===== src/rtl/sprite_pkg.sv =====
// sprite_pkg
//   Shared types and constants for the sprite ROM scheduler slice.
//   SPR_W     : sprite ROM row stride in pixels (largest drawable object edge)
//   ADDR_W    : sprite ROM address width
//   OBJ_NUM   : default number of asteroid objects
//   obj_t     : one object's frame-latched description {x, y, size, act}
//   sched_state_t : frame scheduler states
//   spr_addr  : row/col to ROM address (concatenation when SPR_W is a power of two)
package sprite_pkg;

  localparam int SPR_W     = 32;
  localparam int ADDR_W    = 19;
  localparam int OBJ_NUM   = 4;
  localparam int OBJ_IDX_W = $clog2(OBJ_NUM);
  localparam int SPR_IDX_W = $clog2(SPR_W);

  typedef struct packed {
    logic [9:0] x;
    logic [9:0] y;
    logic [9:0] size;
    logic       act;
  } obj_t;

  typedef enum logic [1:0] {
    WAIT_VS  = 2'd0,
    LATCH    = 2'd1,
    BLANK_VS = 2'd2,
    RUN      = 2'd3
  } sched_state_t;

  // row*SPR_W+col; for a power-of-two stride the product is a plain bit concatenation.
  function automatic logic [ADDR_W-1:0] spr_addr(input logic [SPR_IDX_W-1:0] row,
                                                 input logic [SPR_IDX_W-1:0] col);
    if ((SPR_W & (SPR_W - 1)) == 0)
      return ADDR_W'({row, col});
    else
      return ADDR_W'(row) * ADDR_W'(SPR_W) + ADDR_W'(col);
  endfunction

endpackage


===== src/rtl/sprite_hit_detect.sv =====
// sprite_hit_detect
//   Combinational box test of the current pixel against every object plus a fixed
//   priority encoder (index 0 wins).
//   draw_x, draw_y : current pixel coordinate
//   objs           : frame-latched object descriptions
//   hit            : per-object hit vector (active, covered, inside sprite bounds)
//   win            : lowest hit index (0 when nothing hits)
//   any_hit        : at least one object hits
//   multi_hit      : two or more objects hit
//   col, row       : sprite-relative coordinate inside the winning object
module sprite_hit_detect
  import sprite_pkg::*;
#(
  parameter int N     = OBJ_NUM,
  parameter int IDX_W = (N > 1) ? $clog2(N) : 1
) (
  input  logic [9:0]           draw_x,
  input  logic [9:0]           draw_y,
  input  obj_t                 objs [N],
  output logic [N-1:0]         hit,
  output logic [IDX_W-1:0]     win,
  output logic                 any_hit,
  output logic                 multi_hit,
  output logic [SPR_IDX_W-1:0] col,
  output logic [SPR_IDX_W-1:0] row
);

  logic [SPR_IDX_W-1:0] col_a [N];
  logic [SPR_IDX_W-1:0] row_a [N];

  for (genvar i = 0; i < N; i++) begin : g_obj
    logic [10:0] x_end, y_end, dx, dy;
    logic        in_x, in_y;

    // 11-bit sums so an object hanging past coordinate 1023 does not wrap back to 0.
    // Size 0 makes the range empty, so such an object can never hit.
    assign x_end = {1'b0, objs[i].x} + {1'b0, objs[i].size};
    assign y_end = {1'b0, objs[i].y} + {1'b0, objs[i].size};
    assign dx    = {1'b0, draw_x} - {1'b0, objs[i].x};
    assign dy    = {1'b0, draw_y} - {1'b0, objs[i].y};
    assign in_x  = (draw_x >= objs[i].x) && ({1'b0, draw_x} < x_end);
    assign in_y  = (draw_y >= objs[i].y) && ({1'b0, draw_y} < y_end);

    // Objects larger than the sprite stride are clipped: outside the ROM image is no hit.
    assign hit[i]   = objs[i].act && in_x && in_y && (dx < 11'(SPR_W)) && (dy < 11'(SPR_W));
    assign col_a[i] = dx[SPR_IDX_W-1:0];
    assign row_a[i] = dy[SPR_IDX_W-1:0];
  end

  always_comb begin
    win = '0;
    col = '0;
    row = '0;
    for (int i = N - 1; i >= 0; i--) begin
      if (hit[i]) begin
        win = IDX_W'(i);
        col = col_a[i];
        row = row_a[i];
      end
    end
  end

  assign any_hit   = |hit;
  // Clearing the lowest set bit leaves something only when two or more bits were set.
  assign multi_hit = |(hit & (hit - N'(1)));

endmodule


===== src/rtl/sprite_rom_scheduler.sv =====
// sprite_rom_scheduler
//   Per-pixel scheduler for the single shared asteroid sprite ROM port. Each accepted
//   pixel slot picks the highest-priority active object covering (DrawX,DrawY), issues
//   one ROM read and returns the palette index 3 Clk after pix_en, with a strobe.
//   Object state is latched once per frame on the vs falling edge.
//   Clk, Reset_n         : system clock, asynchronous active-low reset
//   pix_en               : one-Clk pixel pulse, samples DrawX/DrawY
//   vs                   : vertical sync, active low
//   DrawX, DrawY         : current pixel coordinate
//   Obj_X/Y/Size/act     : per-object position, edge length, active flag
//   rom_addr, rom_data   : shared sprite ROM port (data valid 1 Clk after address)
//   pix_idx/hit/obj      : palette index, non-transparent hit, winning object
//   pix_strobe           : one-Clk pulse when pix_* are updated
//   overlap              : sticky per frame, two or more objects covered one pixel
module sprite_rom_scheduler
  import sprite_pkg::*;
#(
  parameter int obj_num = OBJ_NUM,
  parameter int IDX_W   = (obj_num > 1) ? $clog2(obj_num) : 1
) (
  input  logic              Clk,
  input  logic              Reset_n,
  input  logic              pix_en,
  input  logic              vs,
  input  logic [9:0]        DrawX,
  input  logic [9:0]        DrawY,
  input  logic [9:0]        Obj_X    [obj_num],
  input  logic [9:0]        Obj_Y    [obj_num],
  input  logic [9:0]        Obj_Size [obj_num],
  input  logic              Obj_act  [obj_num],
  output logic [ADDR_W-1:0] rom_addr,
  input  logic [3:0]        rom_data,
  output logic [3:0]        pix_idx,
  output logic              pix_hit,
  output logic [IDX_W-1:0]  pix_obj,
  output logic              pix_strobe,
  output logic              overlap
);

  sched_state_t         state;
  logic                 vs_q;
  logic                 vs_fall, vs_rise;
  logic [obj_num-1:0]   sh_act;
  logic [9:0]           sh_x    [obj_num];
  logic [9:0]           sh_y    [obj_num];
  logic [9:0]           sh_size [obj_num];
  obj_t                 sh_obj  [obj_num];

  logic                 accept_p0;
  logic [obj_num-1:0]   hit_p0;
  logic [IDX_W-1:0]     win_p0;
  logic                 any_hit_p0, multi_hit_p0;
  logic [SPR_IDX_W-1:0] col_p0, row_p0;

  logic                 vld_p1, any_hit_p1;
  logic [IDX_W-1:0]     win_p1;
  logic [SPR_IDX_W-1:0] col_p1, row_p1;

  logic                 vld_p2, any_hit_p2;
  logic [IDX_W-1:0]     win_p2;

  assign vs_fall = vs_q & ~vs;
  assign vs_rise = ~vs_q & vs;

  // A pixel arriving in the same Clk as vs falls belongs to the next frame and is dropped.
  assign accept_p0 = pix_en && (state == RUN) && !vs_fall;

  always_comb begin
    for (int i = 0; i < obj_num; i++) begin
      sh_obj[i].x    = sh_x[i];
      sh_obj[i].y    = sh_y[i];
      sh_obj[i].size = sh_size[i];
      sh_obj[i].act  = sh_act[i];
    end
  end

  // Frame scheduler. vs_q resets low so a vs already low at reset release is not
  // mistaken for a falling edge; drawing resumes only after a full LATCH.
  always_ff @(posedge Clk or negedge Reset_n) begin
    if (!Reset_n) begin
      state   <= WAIT_VS;
      vs_q    <= 1'b0;
      sh_act  <= '0;
      overlap <= 1'b0;
    end else begin
      vs_q <= vs;
      case (state)
        WAIT_VS:  if (vs_fall) state <= LATCH;
        LATCH: begin
          for (int i = 0; i < obj_num; i++) sh_act[i] <= Obj_act[i];
          overlap <= 1'b0;
          state   <= BLANK_VS;
        end
        BLANK_VS: if (vs_rise) state <= RUN;
        RUN:      if (vs_fall) state <= LATCH;
        default:  state <= WAIT_VS;
      endcase
      if (accept_p0 && multi_hit_p0) overlap <= 1'b1;
    end
  end

  always_ff @(posedge Clk) begin
    if (state == LATCH) begin
      for (int i = 0; i < obj_num; i++) begin
        sh_x[i]    <= Obj_X[i];
        sh_y[i]    <= Obj_Y[i];
        sh_size[i] <= Obj_Size[i];
      end
    end
  end

  sprite_hit_detect #(
    .N     (obj_num),
    .IDX_W (IDX_W)
  ) u_hit (
    .draw_x    (DrawX),
    .draw_y    (DrawY),
    .objs      (sh_obj),
    .hit       (hit_p0),
    .win       (win_p0),
    .any_hit   (any_hit_p0),
    .multi_hit (multi_hit_p0),
    .col       (col_p0),
    .row       (row_p0)
  );

  // p0 -> p1: hit decision and sprite-relative coordinate
  always_ff @(posedge Clk) begin
    if (accept_p0) begin
      any_hit_p1 <= any_hit_p0;
      win_p1     <= win_p0;
      col_p1     <= col_p0;
      row_p1     <= row_p0;
    end
  end

  // p1 -> p2: ROM address issue; the address only moves for a pixel that hit
  always_ff @(posedge Clk) begin
    if (vld_p1) begin
      any_hit_p2 <= any_hit_p1;
      win_p2     <= win_p1;
    end
  end

  // p2 -> p3: ROM data capture into the pixel outputs
  always_ff @(posedge Clk or negedge Reset_n) begin
    if (!Reset_n) begin
      vld_p1     <= 1'b0;
      vld_p2     <= 1'b0;
      rom_addr   <= '0;
      pix_idx    <= '0;
      pix_hit    <= 1'b0;
      pix_obj    <= '0;
      pix_strobe <= 1'b0;
    end else begin
      vld_p1     <= accept_p0;
      vld_p2     <= vld_p1;
      pix_strobe <= vld_p2;
      if (vld_p1 && any_hit_p1) rom_addr <= spr_addr(row_p1, col_p1);
      if (vld_p2) begin
        pix_idx <= any_hit_p2 ? rom_data : 4'd0;
        pix_hit <= any_hit_p2 && (rom_data != 4'd0);
        pix_obj <= any_hit_p2 ? win_p2 : '0;
      end
    end
  end

endmodule


===== config.mk =====
export PLATFORM = sky130hd
export DESIGN_NAME = sprite_rom_scheduler
export DESIGN_NICKNAME = d
export VERILOG_FILES = /design/src/rtl/sprite_pkg.sv /design/src/rtl/sprite_hit_detect.sv /design/src/rtl/sprite_rom_scheduler.sv
export SDC_FILE = /design/constraint.sdc
export NUM_CORES = 1
export LEC_CHECK = 0
export ABC_AREA = 0
export BUFFER_PORTS_ARGS = -buffer_cell sky130_fd_sc_hd__buf_2
export CAP_MARGIN = 20
export CORE_MARGIN = 2
export CORE_UTILIZATION = 55
export DETAILED_ROUTE_END_ITERATION = 12
export PLACE_DENSITY = 0.76
export SLEW_MARGIN = 20
export SYNTH_ARGS = -nofsm -noshare
export SYNTH_HDL_FRONTEND = slang
export SYNTH_HIERARCHICAL = 1
export SYNTH_SLANG_ARGS = --single-unit

===== constraint.sdc =====
create_clock -name Clk -period 6.27 [get_ports Clk]
set_input_delay 0.3135 -clock Clk [delete_from_list [all_inputs] [get_ports Clk]]
set_output_delay 0.3135 -clock Clk [all_outputs]
set_load 0.005 [all_outputs]

Yosys cells after proc, flatten, opt, wreduce, memory -nomap -nowiden
Memory sizes are Yosys's and may differ from the RTL's.
Index checks and enable logic that the tools add are counted.
{ "totals": {"reg_bits": 44, "ram_bits": 120, "inputBits": 152, "output_inout_bits": 28, "elab_cells": 130, "n_memories": 3} }
{ "op_classes": {"add_sub_neg": 17, "magnitude_cmp": 24, "n_eq_ne": 5, "mux": 20, "bitwise": 5, "reduce_logical": 38} }
{ "mem_list": {"columns": ["name", "depth", "word_bits", "read_ports", "rd_ports_with_merged_regs", "wr", "line_no", "source"], "rows": [
  ["sh_size", 4, 10, 4, 0, 4, "sprite_rom_scheduler.sv:46", "logic [9:0] sh_size [obj_num];"],
  ["sh_x", 4, 10, 4, 0, 4, "sprite_rom_scheduler.sv:44", "logic [9:0] sh_x [obj_num];"],
  ["sh_y", 4, 10, 4, 0, 4, "sprite_rom_scheduler.sv:45", "logic [9:0] sh_y [obj_num];"]
]} }
{ "op_table": {"columns": ["cell", "n"], "rows": [
  ["adder 10 x 10 -> 11 bit", 8],
  ["less-than comparator 10 x 11 -> 1 bit", 8],
  ["less-than comparator 11 x 6 -> 1 bit (second input constant)", 8],
  ["subtractor 10 x 10 -> 11 bit", 8],
  [">= comparator 10 bit", 8],
  ["two-way mux 5 bit", 8],
  ["logical AND 1 bit", 29],
  ["two-way mux 2 bit", 5],
  ["OR reduction 4 bit", 2],
  ["case mux 2 bit (3 select lines)", 1],
  ["two-way mux 1 bit", 5],
  ["bitwise AND 4 bit", 1],
  ["== test 2 bit (second input constant)", 2],
  ["two-way mux 4 bit", 1],
  ["nonzero test 4 bit", 1],
  ["OR reduction 2 bit", 2],
  ["subtractor 4 x 1 -> 4 bit (second input constant)", 1],
  ["bitwise AND 1 bit", 2],
  ["== test 2 x 1 -> 1 bit (second input constant)", 1],
  ["zero test 2 bit", 1],
  ["inequality test 2 x 1 -> 1 bit (second input constant)", 1],
  ["inequality test 2 bit (second input constant)", 1],
  ["NOT 1 bit", 2],
  ["AND reduction 2 bit", 1],
  ["other kinds (2)", 2]
]} }

Depth between registers and ports, before layout
An unclocked memory read counts as a cell.
{ "logic_depth": {"depth_word": 13, "depth_mapped": 24, "ltp_nobuf": 23} }

By module
The synthesis kept the hierarchy.
{ "modules_own_cells": {"columns": ["mod", "instances", "cells_each", "area_per_inst_um2", "seq_area_each_um2"], "rows": [
  ["sprite_hit_detect", 1, 1157, 8720.9, 0.0],
  ["sprite_rom_scheduler", 1, 230, 5245.0, 4784.6]
]} }

Worst setup path after synthesis
Ideal clock, no wire load.
{ "synth_path": {"path_kind": "reg2reg", "from": "memory sh_size[1][1]", "to": "register col_p1[3] (data pin)", "setup_ns": 0.261, "arrival_time_ns": 4.409, "t_required_ns": 6.009, "slack_ns": 1.601, "stages_incl_launch_ff": 23, "path_buffers": 1, "period_less_slack_ns": 4.669, "cell_sequence": "edfxtp_1 ha_1 a21o_1 a21oi_1 o21bai_1 a21oi_1 nor2b_1 o21a_1 o21ai_0 nand2b_1 a21oi_1 xor2_1 ha_1 a2111oi_0 nand3_1 a41oi_1 o31ai_1 or4_1 and4bb_2 buf_1 o21ai_0 mux2i_1 a31oi_1"} }
{ "synth_lines": {"columns": ["item", "line_no", "source"], "rows": [
  ["from (decl)", "sprite_rom_scheduler.sv:46", null],
  ["to (signal assigned)", "sprite_rom_scheduler.sv:132", "col_p1 <= col_p0;"],
  ["to (decl)", "sprite_rom_scheduler.sv:57", "logic [SPR_IDX_W-1:0] col_p1, row_p1;"]
]} }

==> flow_summary.json <==
{
  "outcome": "finished clean",
  "intPower_w": 0.00373,
  "holdPathEnd": "sh_y[0][6]$_DFFE_PN_",
  "htree_levels": 4,
  "p_leak_nw": 7.21,
  "coreArea_um2": 25000,
  "wirelength_mm": 35.6,
  "fin_area_um2": 15800,
  "place.gp.congestion": 0.897,
  "synthTopCellsByArea": "edfxtp_1 (29%), ha_1 (21%), dfrtp_1 (5.0%)",
  "drcViolationCount": 0,
  "maxSlewHeadroom_pct": 39.6,
  "ioPinCount": 180,
  "final_nets": 1975,
  "switching_share_pct": 42.4,
  "combPwrFrac_pct": 55.3,
  "viasPerCell": 5.93,
  "netlist.area_leader.share_pct": 29.2,
  "cts_tree": "done",
  "maxCapViolCount": 0,
  "root_buffer": "clkbuf_16",
  "clkPwrFrac_pct": 16.9,
  "ir_drop_mv": 0.202,
  "grtUsageTotal_pct": 27.1,
  "first_pass_iters": 5,
  "clk_pin_slew_ps": 80,
  "period_share_pct": 85.9,
  "r2r-end": "col_p1[2]$_DFFE_PP_",
  "arrival_ps": 5580,
  "wl_per_cell_um": 18.6,
  "numCtsBuffers": 17,
  "holdCritStartpoint": "Obj_Y[36]",
  "worstSetupStartpointType": "flop",
  "post_cts_buffers": 0,
  "yosys_warnings": 6,
  "ys.flop_type": "edfxtp_1",
  "switchingPower_w": 0.00274,
  "worst_pin_slew_ps": 906,
  "seqPwrFrac_pct": 27.8,
  "ys_seq_elements": 164,
  "post_cts_resized": 0,
  "grt_max_degree": 65,
  "num_vias": 11400,
  "cts.sinks": 164,
  "post-route-min-period_ps": 5390,
  "worstHoldPathCells": 1,
  "setup_slack_ps": 884,
  "reg2regPathDepth": 20,
  "drive_gt1_share_pct": 15.3,
  "die_w_um": 163,
  "hpwlAfterDp_mm": 27.2,
  "antenna_found_initial": 0,
  "regToRegSetupSlack_ps": 880,
  "place_area_um2": 15200,
  "area_delta_synth_final_pct": 13.3,
  "grt_pass1_vias": 11200,
  "syn_area_per_cell_um2": 10.1,
  "yosys.area.top_type": "edfxtp_1",
  "ant_nets": 0,
  "end_kind": "flop",
  "worstPathMaxFanout": 15,
  "hold_violations": 0,
  "netlist_top_cells_count": "ha_1 (235), edfxtp_1 (136), inv_1 (123)",
  "synth-async-reset-ratio_pct": 17.1,
  "grt_setup_unrepaired": "false",
  "powerDensity_nw_per_um2": 409,
  "syn_area_um2": 14000,
  "stdcell_count": 1915,
  "reg2reg_from": "sh_size[1][1]$_DFFE_PN_",
  "start_util_pct": 55.8,
  "drtIter0Drc": 742,
  "yosysMostFrequentCell": "ha_1",
  "diodes": 0,
  "report.final.slew_viol_count": 0,
  "worstPathRequired_ps": 6470,
  "insertion_delay_ps": 440,
  "gr-total-overflow": 0,
  "synthCells": 1387,
  "hp-class": "input port to flop",
  "die_y_um": 163,
  "ys_types": 84,
  "synth_edf_count": 136,
  "clock_path_buffers": 2,
  "grt_pass1_wl_mm": 55.6,
  "max_freq_ghz": 0.186,
  "critical_path_class": "flop to flop",
  "post-route-util_pct": 63.2,
  "pre_cts_slack_ps": 1160,
  "io_buffers": 170,
  "fin_skew_ps": 17.1,
  "setup_viol_count_final": 0,
  "fp-row-count": 58,
  "setup_tns_ps": 0,
  "dp.cells": 1881,
  "seq_area_frac_synth_pct": 34.3,
  "dieArea_um2": 26700
}
-- per-layer routing --
| metal | vias to the layer above | share of wire [%] | wire length [um] | global-route usage, % |
|---|---|---|---|---|
| li1 | 5546 | - | - | - |
| met1 | 5337 | 42 | 14900 | 33.3 |
| met2 | 390 | 49 | 17400 | 47.6 |
| met3 | 83 | 5.3 | 1880 | 3.10 |
| met4 | 0 | 3.9 | 1400 | 12.6 |
| met5 | - | 0 | 0 | 0 |
-- power by group through the flow --
stage / Clock (W) / Combinational, W / Sequential, W
2_1_floorplan: 0 / 0.00269 / 0.00176
3_3_place_gp: 0 / 0.00335 / 0.00182
3_5_place_dp: 0 / 0.00349 / 0.00182
4_1_cts: 0.00111 / 0.00354 / 0.00180
5_1_grt: 0.00114 / 0.00403 / 0.00183
6_report: 0.00109 / 0.00358 / 0.00180
-- final cells by class --
type / count / area [um^2]
Tap cell: 330 / 413
Fill cell: 2101 / 9220
Sequential cell: 164 / 4780
Clock buffer: 19 / 464
Multi-Input combinational cell: 1090 / 8650
Inverter: 124 / 465
Clock inverter: 13 / 153
Timing Repair Buffer: 175 / 893
-- worst max-delay path: stages (launching register included) --
cell and delay [ps]:
edfxtp_1 490, ha_1 330, a21o_1 150, a21oi_1 230
o21bai_1 90, a21oi_1 230, nor2b_1 80, o21a_1 180
o21ai_0 150, nand2b_1 70, a21oi_1 170, xor2_1 90
ha_1 190, a2111oi_0 630, nand3_1 130, a41oi_1 280
o31ai_1 120, or4_1 470, and4bb_2 520, nor2_2 180
a221o_1 350
-- stage by stage --
step | power, W | hold slack (ps)
after floorplan | 0.00445 | 17.9
after global placement | 0.00517 | 415
after detailed placement | 0.00531 | 420
after CTS | 0.00645 | 26.7
after global routing | 0.00701 | 26.9
final | 0.00647 | 40.3
-- registers in the layout, indices dropped and copies added, names as in the netlist, 4 cells and up --
| signal | cells |
|---|---|
| sh_y | 40 |
| sh_size | 40 |
| row_p1 | 5 |
| sh_act | 4 |
| rom_addr | 10 |
| sh_x | 40 |
| col_p1 | 5 |
| pix_idx | 4 |
-- placed cells by master, fill, tap and decap left out, types with 11 or more instances in the layout --
cell	synthesis	final
o211ai_1	11	11
a21o_1	40	40
a211oi_1	17	17
buf_2	1	170
nor3_1	16	16
o21ai_0	79	79
inv_1	123	123
o21bai_1	13	13
nor2_1	75	75
xnor2_1	38	38
a21oi_1	110	110
xor2_1	39	39
clkbuf_16	0	18
a31oi_1	12	12
nor2b_1	30	30
o21a_1	30	30
fa_1	16	16
nand2_1	57	57
nand3_1	34	34
nand2b_1	49	49
mux2_2	16	16
dfrtp_1	28	28
ha_1	235	234
edfxtp_1	136	136
mux2i_1	15	15
-- how the worst max path moves through the flow --
stage                     cells past startpoint                     from  slack (ps)                  end
after floorplan                              22  sh_size[1][1]$_DFFE_PN_        1600  col_p1[3]$_DFFE_PP_
after global placement                       20  sh_size[1][1]$_DFFE_PN_        1250  row_p1[2]$_DFFE_PP_
after detailed placement                     20  sh_size[1][1]$_DFFE_PN_        1160  col_p1[2]$_DFFE_PP_
after CTS                                    20  sh_size[1][1]$_DFFE_PN_        1040  col_p1[2]$_DFFE_PP_
after global routing                         20  sh_size[1][1]$_DFFE_PN_         490  col_p1[2]$_DFFE_PP_
final                                        20  sh_size[1][1]$_DFFE_PN_         880  col_p1[2]$_DFFE_PP_
-- kinds of logic (layout without fill, tap and decap cells) --
group / after synthesis / after routing / synth area share (%)
compound gates: 391 / 391 / 18.3
flops: 164 / 164 / 34.3
mux: 31 / 31 / 2.37
xor+xnor: 77 / 77 / 4.83
other cells: 1 / 9 / 0.0269
fa+ha+maj: 251 / 251 / 23.3
simple gates: 331 / 331 / 12.7
buf+inv: 141 / 331 / 4.17
-- timing repair --
item / CTS / global route
hold buffers: 2 / 0
endpoints found under the setup margin: 0 / 0
hold endpoints to repair: 29 / 0
(Power assumes the default switching activity.)
